<file path="src/rtl/fifo_pkg.sv">
// Shared types for the serial-to-parallel FIFO packer.
// Holds the packer state encoding used by fifo_packer.
package fifo_pkg;

    typedef enum logic {
        FILL = 1'b0,
        SEND = 1'b1
    } packer_state_t;

endpackage

</file>
<file path="src/rtl/fifo_packer.sv">
// Purpose: packs serial words into PAR_WRITE-lane groups for a FIFO write port (lane 0 = oldest).
// Latency: group presented the cycle after its last word is accepted; one group per PAR_WRITE+1 cycles.
// Backpressure: in_ready drops while a group waits; wr_ready low holds data_out/fill_count indefinitely.
// Optional: define FIFO_PACKER_FLUSH_EN to let flush emit a partial group.
module fifo_packer
    import fifo_pkg::*;
#(
    parameter int DATA_WIDTH = 8,
    parameter int PAR_WRITE  = 1
) (
    input  logic                             clk,
    input  logic                             rst,
    input  logic [DATA_WIDTH-1:0]            in_data,
    input  logic                             in_valid,
    output logic                             in_ready,
    input  logic                             flush,
    output logic [DATA_WIDTH-1:0]            data_out [PAR_WRITE],
    output logic                             wr_req,
    input  logic                             wr_ready,
    output logic [$clog2(PAR_WRITE+1)-1:0]   fill_count
);

    localparam int            CW       = $clog2(PAR_WRITE + 1);
    localparam logic [CW-1:0] CNT_FULL = CW'(PAR_WRITE);

    packer_state_t         state_q, state_d;
    logic [CW-1:0]         cnt_q, cnt_d;
    logic [DATA_WIDTH-1:0] lane_q [PAR_WRITE];
    logic                  accept;
    logic                  transfer;
    logic                  flush_go;

`ifdef FIFO_PACKER_FLUSH_EN
    assign flush_go = flush;
`else
    logic unused_flush;
    assign unused_flush = flush;
    assign flush_go     = 1'b0;
`endif

    // A word arriving together with flush is counted first, so the flushed group includes it.
    always_comb begin
        state_d  = state_q;
        cnt_d    = cnt_q;
        in_ready = 1'b0;
        wr_req   = 1'b0;
        accept   = 1'b0;
        transfer = 1'b0;
        case (state_q)
            FILL: begin
                in_ready = 1'b1;
                accept   = in_valid;
                if (accept) begin
                    cnt_d = cnt_q + CW'(1);
                end
                if (cnt_d == CNT_FULL) begin
                    state_d = SEND;
                end else if (flush_go && (cnt_d != '0)) begin
                    state_d = SEND;
                end
            end
            SEND: begin
                wr_req   = 1'b1;
                transfer = wr_ready;
                if (transfer) begin
                    state_d = FILL;
                    cnt_d   = '0;
                end
            end
            default: begin
                state_d = FILL;
                cnt_d   = '0;
            end
        endcase
    end

    always_ff @(posedge clk or negedge rst) begin
        if (!rst) begin
            state_q <= FILL;
            cnt_q   <= '0;
        end else begin
            state_q <= state_d;
            cnt_q   <= cnt_d;
        end
    end

    // Lanes are zeroed after every transfer so unwritten lanes of a partial group read 0.
    always_ff @(posedge clk or negedge rst) begin
        if (!rst) begin
            for (int i = 0; i < PAR_WRITE; i++) begin
                lane_q[i] <= '0;
            end
        end else if (transfer) begin
            for (int i = 0; i < PAR_WRITE; i++) begin
                lane_q[i] <= '0;
            end
        end else if (accept) begin
            for (int i = 0; i < PAR_WRITE; i++) begin
                if (cnt_q == CW'(i)) begin
                    lane_q[i] <= in_data;
                end
            end
        end
    end

    assign data_out   = lane_q;
    assign fill_count = cnt_q;

endmodule

</file>
<file path="config.mk">
export PLATFORM = sky130hd
export DESIGN_NAME = fifo_packer
export DESIGN_NICKNAME = d
export VERILOG_FILES = /design/src/rtl/fifo_pkg.sv /design/src/rtl/fifo_packer.sv
export SDC_FILE = /design/constraint.sdc
export NUM_CORES = 1
export LEC_CHECK = 0
export CORE_UTILIZATION = 41
export CTS_BUF_LIST = sky130_fd_sc_hd__clkbuf_8
export CTS_CLUSTER_DIAMETER = 120
export DETAILED_ROUTE_END_ITERATION = 10
export GPL_ROUTABILITY_DRIVEN = 1
export GPL_TIMING_DRIVEN = 1
export PLACE_DENSITY = 0.83
export SLEW_MARGIN = 20
export SYNTH_ARGS = -nofsm -noshare
export SYNTH_HDL_FRONTEND = slang
export SYNTH_SLANG_ARGS = --single-unit
</file>
<file path="constraint.sdc">
create_clock -name clk -period 1 [get_ports clk]
set_input_delay 0.25 -clock clk [delete_from_list [all_inputs] [get_ports clk]]
set_output_delay 0.25 -clock clk [all_outputs]
set_load 0.1 [all_outputs]
</file>
# --- Yosys cells after proc, flatten, opt, wreduce, memory -nomap -nowiden ---
# Index checks and enable logic that the tools add are counted.
op_classes:
  add_sub_neg: 1
  n_mul: 0
  div: 0
  order_cmp: 0
  eq_ne: 2
  shift: 0
  n_mux: 14
  bitwise_logic: 1
  n_reduce_logical: 2
ops:
  columns: ["operator", "n"]
  rows:
  - ["$mux W8", 3]
  - ["$mux W1", 9]
  - ["$pmux W1 S2", 2]
  - ["$ne A2 B1 Y1 const B", 1]
  - ["$ne A2 B2 Y1 const B", 1]
  - ["$reduce_and A2 Y1", 1]
  - ["$reduce_bool A2 Y1", 1]
  - ["$add A1 B1 Y1 const B", 1]
  - ["$not A1 Y1", 1]
totals:
  ff_bits: 10
  latch_bits: 0
  ramBits: 0
  romBits: 0
  input_bits: 13
  output_inout_bits: 11
  word_cells: 23
  mem_count: 0

# --- Longest topological paths before layout ---
# Gate-level depths: netlist of the first run.
depth:
  ltp_word: 5
  mapped_depth: 4
  mapped_depth_nobuf: 2

# --- Worst setup path after synthesis of the first run ---
# No wires, ideal clock.
synth_path:
  path_type: "register to register"
  from: "register state_q"
  to: "register state_q"
  setup_ns: 0.081
  arrival_time_ns: 1.656
  required_time_ns: 0.919
  slack_ns: -0.737
  stages_incl_launch_ff: 4
  path_buffers: 1
  synth_period_minus_slack_ns: 1.737
  path_cell_list: "dfrtp_1 buf_6 inv_2 mux2i_1"
synth_between:
  elab_chain_cells: 2
synth_rtl:
  columns: ["item", "line", "rtl"]
  rows:
  - ["start, declared", "fifo_packer.sv:26", "packer_state_t state_q, state_d;"]
  - ["start signal, assigned", "fifo_packer.sv:82", "state_q <= state_d;"]
  - ["$not A1 Y1", null, null]
  - ["$pmux W1 S2 *", "fifo_packer.sv:49", "case (state_q)"]
  - ["via state_d", "fifo_packer.sv:26", null]
# The timed path passes the listed nets; every way through them passes the cells marked *.
# A chain may end at the register's enable or synchronous reset.

# --- Final worst setup path of the first run ---
layout_path:
  from: "register state_q"
  to: "output port in_ready"
layout_between:
  elab_chain_cells: 1
layout_rtl:
  columns: ["item", "line", "rtl"]
  rows:
  - ["$mux W1", "fifo_packer.sv:49", null]
  - ["end, declared", "fifo_packer.sv:15", "output logic in_ready,"]
# No other way between the ends.

==> results.yml, run 1 <==
floorplan:
  rows: 14
  initial_utilization: 0.439
  core_area_um2: 1510
  io-pin-count: 24
  die_area_um2: 1780
  die_w_um: 42.2
  die_h_um: 42.2
synth:
  synthTopCellsByArea: "dfrtp_1 (38%), o211ai_2 (15%), nand4bb_1 (14%), nand2b_1 (7.6%), nand3b_1 (6.8%)"
  syn_area_um2: 662
  ys_warn_count: 0
  synth_area_per_cell_um2: 12.5
  synth_top_area_cell: "dfrtp_1"
  ys_seq_area_frac: 0.378
  syn-num-nets: 66
  postSynthRegisterBits: 10
  netlist_instances: 53
  yosys.area.top_type_share: 0.378
  yosysUniqueCellTypes: 14
critical_path:
  crit_cells: 2
  crit_family: "flip-flops"
  r2r_cells: 4
  crit_chain: "inv_8, buf_12"
  crit_path_start_kind: "flip-flop"
  cpMaxStageDelayCell: "dfrtp_4"
  critPathCaptureType: "output port"
  crit_fanout: 3
  timing.rr.start: "state_q$_DFF_PN0_"
  cp_num_buf_inv: 2
  arrival_ns: 0.98
  required_ns: 0.75
  setup.worst_path.class: "reg2out"
  r2r_end: "data_out[0]$_DFFE_PN0P_"
  r2r_setup_slack_ns: -0.20
  slowest_delay_ns: 0.52
status:
  status: "finished with violations"
  violations: "setup timing"
sta:
  setup_viol: 21
  min_period_over_period: 1.23
  fin_skew_ns: 0.00558
  post-route-min-period_ns: 1.23
  worst_hold_slack_ns: 0.306
  slew-limit-headroom: 0.799
  hold_viol_final: 0
  drv_slew: 0
  setup_slack_ns: -0.228
  max_freq_mhz: 814
  worst_slew_pin_slew_ns: 0.300
  rsz0062_at_grt: "yes"
placement:
  dpl.hpwl_um: 985
  gp_congestion: 0.630
  io_buffers: 22
  dpl_cell_area_um2: 1020
global_routing:
  gr-total-overflow: 0
  grt_max_degree: 15
  grt_busiest_layer: "met2"
  gr-usage-met3: 0.0776
  grt_use_met2: 0.332
  grt_pass1_wl_mm: 2.67
  antenna_found_initial: 0
  grt_usage: 0.206
  use_met1: 0.258
  grt_pass1_vias: 544
cts:
  clkTransAtPathRegs_ns: 0.05
  htreeDepth: 1
  numCtsBuffers: 3
  clock_sinks: 10
  clock_path_buffers: 2
  clock_tree.root_cell: "clkbuf_8"
  insertion_delay_ns: 0.24
  hold_buffers: 0
  tritoncts: "done"
routing:
  wl_per_cell_um: 15.7
  routed_wirelength_mm: 1.73
  drt-initial-drc-count: 8
  drc_errors: 0
  detail_route.vias_per_cell: 5.34
  num_vias: 587
  final_antenna_net_count: 0
  dr.pass1.iters: 4
job:
  maxCapViolCount: 0
finish:
  fin_area_um2: 1230
  nets: 108
  drive_gt1_frac: 0.628
  syn_to_final_growth_pct: 86.2
  diodes: 0
worst_hold_path:
  worst_hold_path_type: "in2async"
[cells in the final DEF, fill, tap and decap left out]
master	synthesis	layout
dlymetal6s2s_1	0	1
o21ai_1	1	1
nand3b_1	6	6
mux2i_1	1	1
buf_6	3	3
buf_4	0	17
buf_12	1	11
dfrtp_4	0	2
clkbuf_8	0	4
nand4bb_4	0	1
clkdlybuf4s50_1	0	10
xnor2_4	0	1
o211ai_2	8	8
inv_8	0	1
nor2b_1	1	1
dfrtp_2	0	8
nand4bb_1	8	7
nand2b_1	8	8
nand3b_2	3	3
[worst reg2reg max path, cell delays in order, from the launching register on]
cell and delay, ns:
dfrtp_4 0.52, buf_4 0.16, buf_4 0.15, nand2b_1 0.16
o211ai_2 0.14
[stage by stage]
| stage | util | worst slack [ns] | instances | TNS (ns) |
|---|---|---|---|---|
| 2_1_floorplan | - | -0.239 | 53 | -2.49 |
| 6_report | 0.818 | -0.228 | 110 | -2.82 |
| 5_1_grt | 0.818 | -0.255 | 110 | -3.43 |
| 3_5_place_dp | 0.679 | -0.357 | 92 | -3.58 |
| 3_3_place_gp | 0.679 | -0.294 | 92 | -2.99 |
| 4_1_cts | 0.798 | -0.243 | 109 | -2.92 |
[synthesized netlist by cell type]
cell / number
buf_12: 1
buf_2: 1
buf_6: 3
dfrtp_1: 10
inv_2: 1
mux2i_1: 1
nand2b_1: 8
nand3b_1: 6
nand3b_2: 3
nand4bb_1: 8
nor2b_1: 1
o211ai_2: 8
o21ai_1: 1
xnor2_1: 1
[kinds of logic (layout without fill, tap and decap cells)]
logic type | count (synthesis) | count (layout) | synth area share
compound gates | 9 | 9 | 0.159
xor+xnor | 1 | 1 | 0.0132
buf+inv | 6 | 47 | 0.0945
flops | 10 | 10 | 0.378
mux | 1 | 1 | 0.0151
simple gates | 26 | 26 | 0.340
[worst max-delay path by stage]
stage | startpoint | end
2_1_floorplan | state_q$_DFF_PN0_ | data_out[0]$_DFFE_PN0P_
3_3_place_gp | in_valid | data_out[0]$_DFFE_PN0P_
3_5_place_dp | in_valid | state_q$_DFF_PN0_
4_1_cts | state_q$_DFF_PN0_ | in_ready
5_1_grt | state_q$_DFF_PN0_ | in_ready
6_report | state_q$_DFF_PN0_ | in_ready
[cell type report]
| class | instances | area [um2] |
|---|---|---|
| Multi-Input combinational cell | 37 | 384 |
| Tap cell | 16 | 20.0 |
| Fill cell | 90 | 274 |
| Inverter | 1 | 11.3 |
| Timing Repair Buffer | 42 | 494 |
| Sequential cell | 10 | 268 |
| Clock buffer | 4 | 55.1 |
[sequential cells by signal, summed over array words and instances (netlist names)]
name and count:
data_out 8, fill_count 1, state_q 1
[metal layers]
layer	wire length, um	part of all wire	up-vias
met3	66	0.038	0
met1	678	0.39	293
met2	982	0.57	14
li1	-	-	280
met4	0	0	0
met5	0	0	-
[repair_timing]
item	in CTS	in global routing
endpoints found under the setup margin	21	21
pin swaps	3	2
gates cloned	0	0
setup buffers	13	1
resized for setup	4	3
Power of run 1 is left out: the tool's default activity adds up to more than one toggle a clock period on the data nets, which glitch-free logic cannot reach.
==> run 2: changes to the inputs <==
--- a/config.mk
+++ b/config.mk
@@ -5,6 +5,7 @@
 export SDC_FILE = /design/constraint.sdc
 export NUM_CORES = 1
 export LEC_CHECK = 0
+export CAP_MARGIN = 20
 export CORE_UTILIZATION = 41
 export CTS_BUF_LIST = sky130_fd_sc_hd__clkbuf_8
 export CTS_CLUSTER_DIAMETER = 120
==> results of run 2 <==
Same layout as run 1: the final DEF is identical, and so are final timing and power.
Power of run 2 is left out for the same reason.
==> run 3: changes to the inputs <==
--- a/config.mk
+++ b/config.mk
@@ -6,6 +6,7 @@
 export NUM_CORES = 1
 export LEC_CHECK = 0
 export CAP_MARGIN = 20
+export CORE_MARGIN = 3
 export CORE_UTILIZATION = 41
 export CTS_BUF_LIST = sky130_fd_sc_hd__clkbuf_8
 export CTS_CLUSTER_DIAMETER = 120
==> run 3 against run 2 <==
  * The run still ends with setup timing left
  * Sequential share of layout area decreased by 0.066 points
  * First-iteration DRC count increased by 38%
  * Critical path type unchanged
  * Setup slack got worse by 0.043 ns
  * Core utilization increased by 6.6 points
  * Critical path depth unchanged
  * Global-route usage decreased by 1.2 points
  * Design area increased by 0.31%
==> results.yml, run 3 (synthesis gave the netlist of run 1 again) <==
sta:
  max_freq_mhz: 787
  rsz0062_at_grt: "yes"
  drv_slew: 0
  finalSetupTns_ns: -3.16
  setup_viol: 21
  hold_viol_final: 0
  worst_slew_pin_slew_ns: 0.264
  slew-limit-headroom: 0.824
  fin_skew_ns: 0.00666
  min_period_over_period: 1.27
  setup_slack_ns: -0.271
  post-route-min-period_ns: 1.27
global_routing:
  antenna_found_initial: 0
  grt_pass1_vias: 614
  grt_pass1_wl_mm: 2.89
  gr-total-overflow: 0
  grt_max_degree: 14
  grt_usage: 0.194
cts:
  clock_path_buffers: 2
  clkTransAtPathRegs_ns: 0.05
  hold_buffers: 0
  numCtsBuffers: 3
  tritoncts: "done"
  insertion_delay_ns: 0.24
  clock_tree.root_cell: "clkbuf_8"
  htreeDepth: 1
  clock_sinks: 10
critical_path:
  setup.worst_path.class: "reg2out"
  crit_fanout: 6
  crit_chain: "inv_8, buf_12"
  cpMaxStageDelayCell: "dfrtp_4"
  arrival_ns: 1.02
  cp_num_buf_inv: 2
  required_ns: 0.75
  crit_path_start_kind: "flip-flop"
  critPathCaptureType: "output port"
  crit_family: "flip-flops"
  slowest_delay_ns: 0.54
floorplan:
  initial_utilization: 0.473
  die_w_um: 46.2
  io-pin-count: 24
  core_area_um2: 1400
  die_h_um: 46.2
  die_area_um2: 2130
  rows: 13
finish:
  layout_commonest_cell: "buf_4"
  drive_gt1_frac: 0.642
  layout_common_cells: "buf_4 (19), clkdlybuf4s50_1 (11), buf_12 (11)"
  largest_reg_flops: 8
  multiInputGateArea_um2: 388
  nets: 109
  ff_latch_area_um2: 268
  syn_to_final_growth_pct: 86.8
  fillers: 62
  diodes: 0
status:
  violations: "setup timing"
  status: "finished with violations"
routing:
  drt-initial-drc-count: 11
  dr.pass1.iters: 4
  num_vias: 613
  detail_route.vias_per_cell: 5.57
  routed_wirelength_mm: 2.09
  final_antenna_net_count: 0
  wl_per_cell_um: 19.0
  drc_errors: 0
placement:
  gp_congestion: 0.735
  io_buffers: 22
  dpl.hpwl_mm: 1.12
worst_hold_path:
  worst_hold_path_type: "in2async"
job:
  maxCapViolCount: 0
-- run 3: changes by cell type in the layout (fill, tap and decap cells not counted), sizes merged --
cell / change
buf: +1
clkdlybuf4s50: +1
dlymetal6s2s: -1
-- run 3: path summary, 6_finish.rpt --
| check | cells past startpoint | slack (ns) | from | to |
|---|---|---|---|---|
| worst max-delay path | 2 | -0.27 | state_q$_DFF_PN0_ | in_ready |
| worst min-delay path | 2 | 0.31 | rst | fill_count$_DFFE_PN0P_ |
| worst max register to register | 4 | -0.24 | state_q$_DFF_PN0_ | data_out[5]$_DFFE_PN0P_ |
| worst min register to register | 3 | 0.68 | data_out[6]$_DFFE_PN0P_ | data_out[6]$_DFFE_PN0P_ |
| max in group asynchronous | 2 | 0.53 | rst | data_out[5]$_DFFE_PN0P_ |
| min in group clk | 3 | 0.65 | in_data[6] | data_out[6]$_DFFE_PN0P_ |
-- run 3: routing by layer --
| layer | wire length [um] | share of wire | vias up | GRT usage |
|---|---|---|---|---|
| met2 | 1130 | 0.54 | 21 | 0.335 |
| met5 | 0 | 0 | - | 0 |
| met3 | 58 | 0.028 | 5 | 0.0195 |
| met4 | 38 | 0.018 | 0 | 0.0966 |
| met1 | 860 | 0.41 | 307 | 0.235 |
| li1 | - | - | 280 | - |
-- run 3: area by class of cell --
class,instances,area share
clock buffer,4,0.0445
inverter,1,0.00911
multi-input combinational,37,0.314
sequential,10,0.217
tap,15,0.0152
timing repair buffer,43,0.401
-- run 3: what timing repair did --
| item | CTS | global route |
|---|---|---|
| pin swaps | 2 | 0 |
| cloned | 0 | 0 |
| endpoints found under the setup margin | 21 | 21 |
| setup buffers | 13 | 2 |
| gates resized for setup | 3 | 3 |
-- run 3: worst reg2reg max path: stages (launching register included) --
cell and delay (ns):
dfrtp_4 0.54, buf_4 0.17, buf_4 0.15, nand2b_1 0.16
o211ai_2 0.14
-- run 3: per-stage QoR --
| step | util | setup WS [ns] | area, um2 | instances | hold slack (ns) |
|---|---|---|---|---|---|
| after floorplan | - | -0.239 | 687 | 53 | -0.0456 |
| after global placement | 0.731 | -0.292 | 1020 | 91 | 0.557 |
| after detailed placement | 0.731 | -0.319 | 1020 | 91 | 0.567 |
| after CTS | 0.851 | -0.272 | 1190 | 108 | 0.321 |
| after global routing | 0.884 | -0.311 | 1240 | 110 | 0.328 |
| final | 0.884 | -0.271 | 1240 | 110 | 0.308 |
Power of run 3 is left out for the same reason.
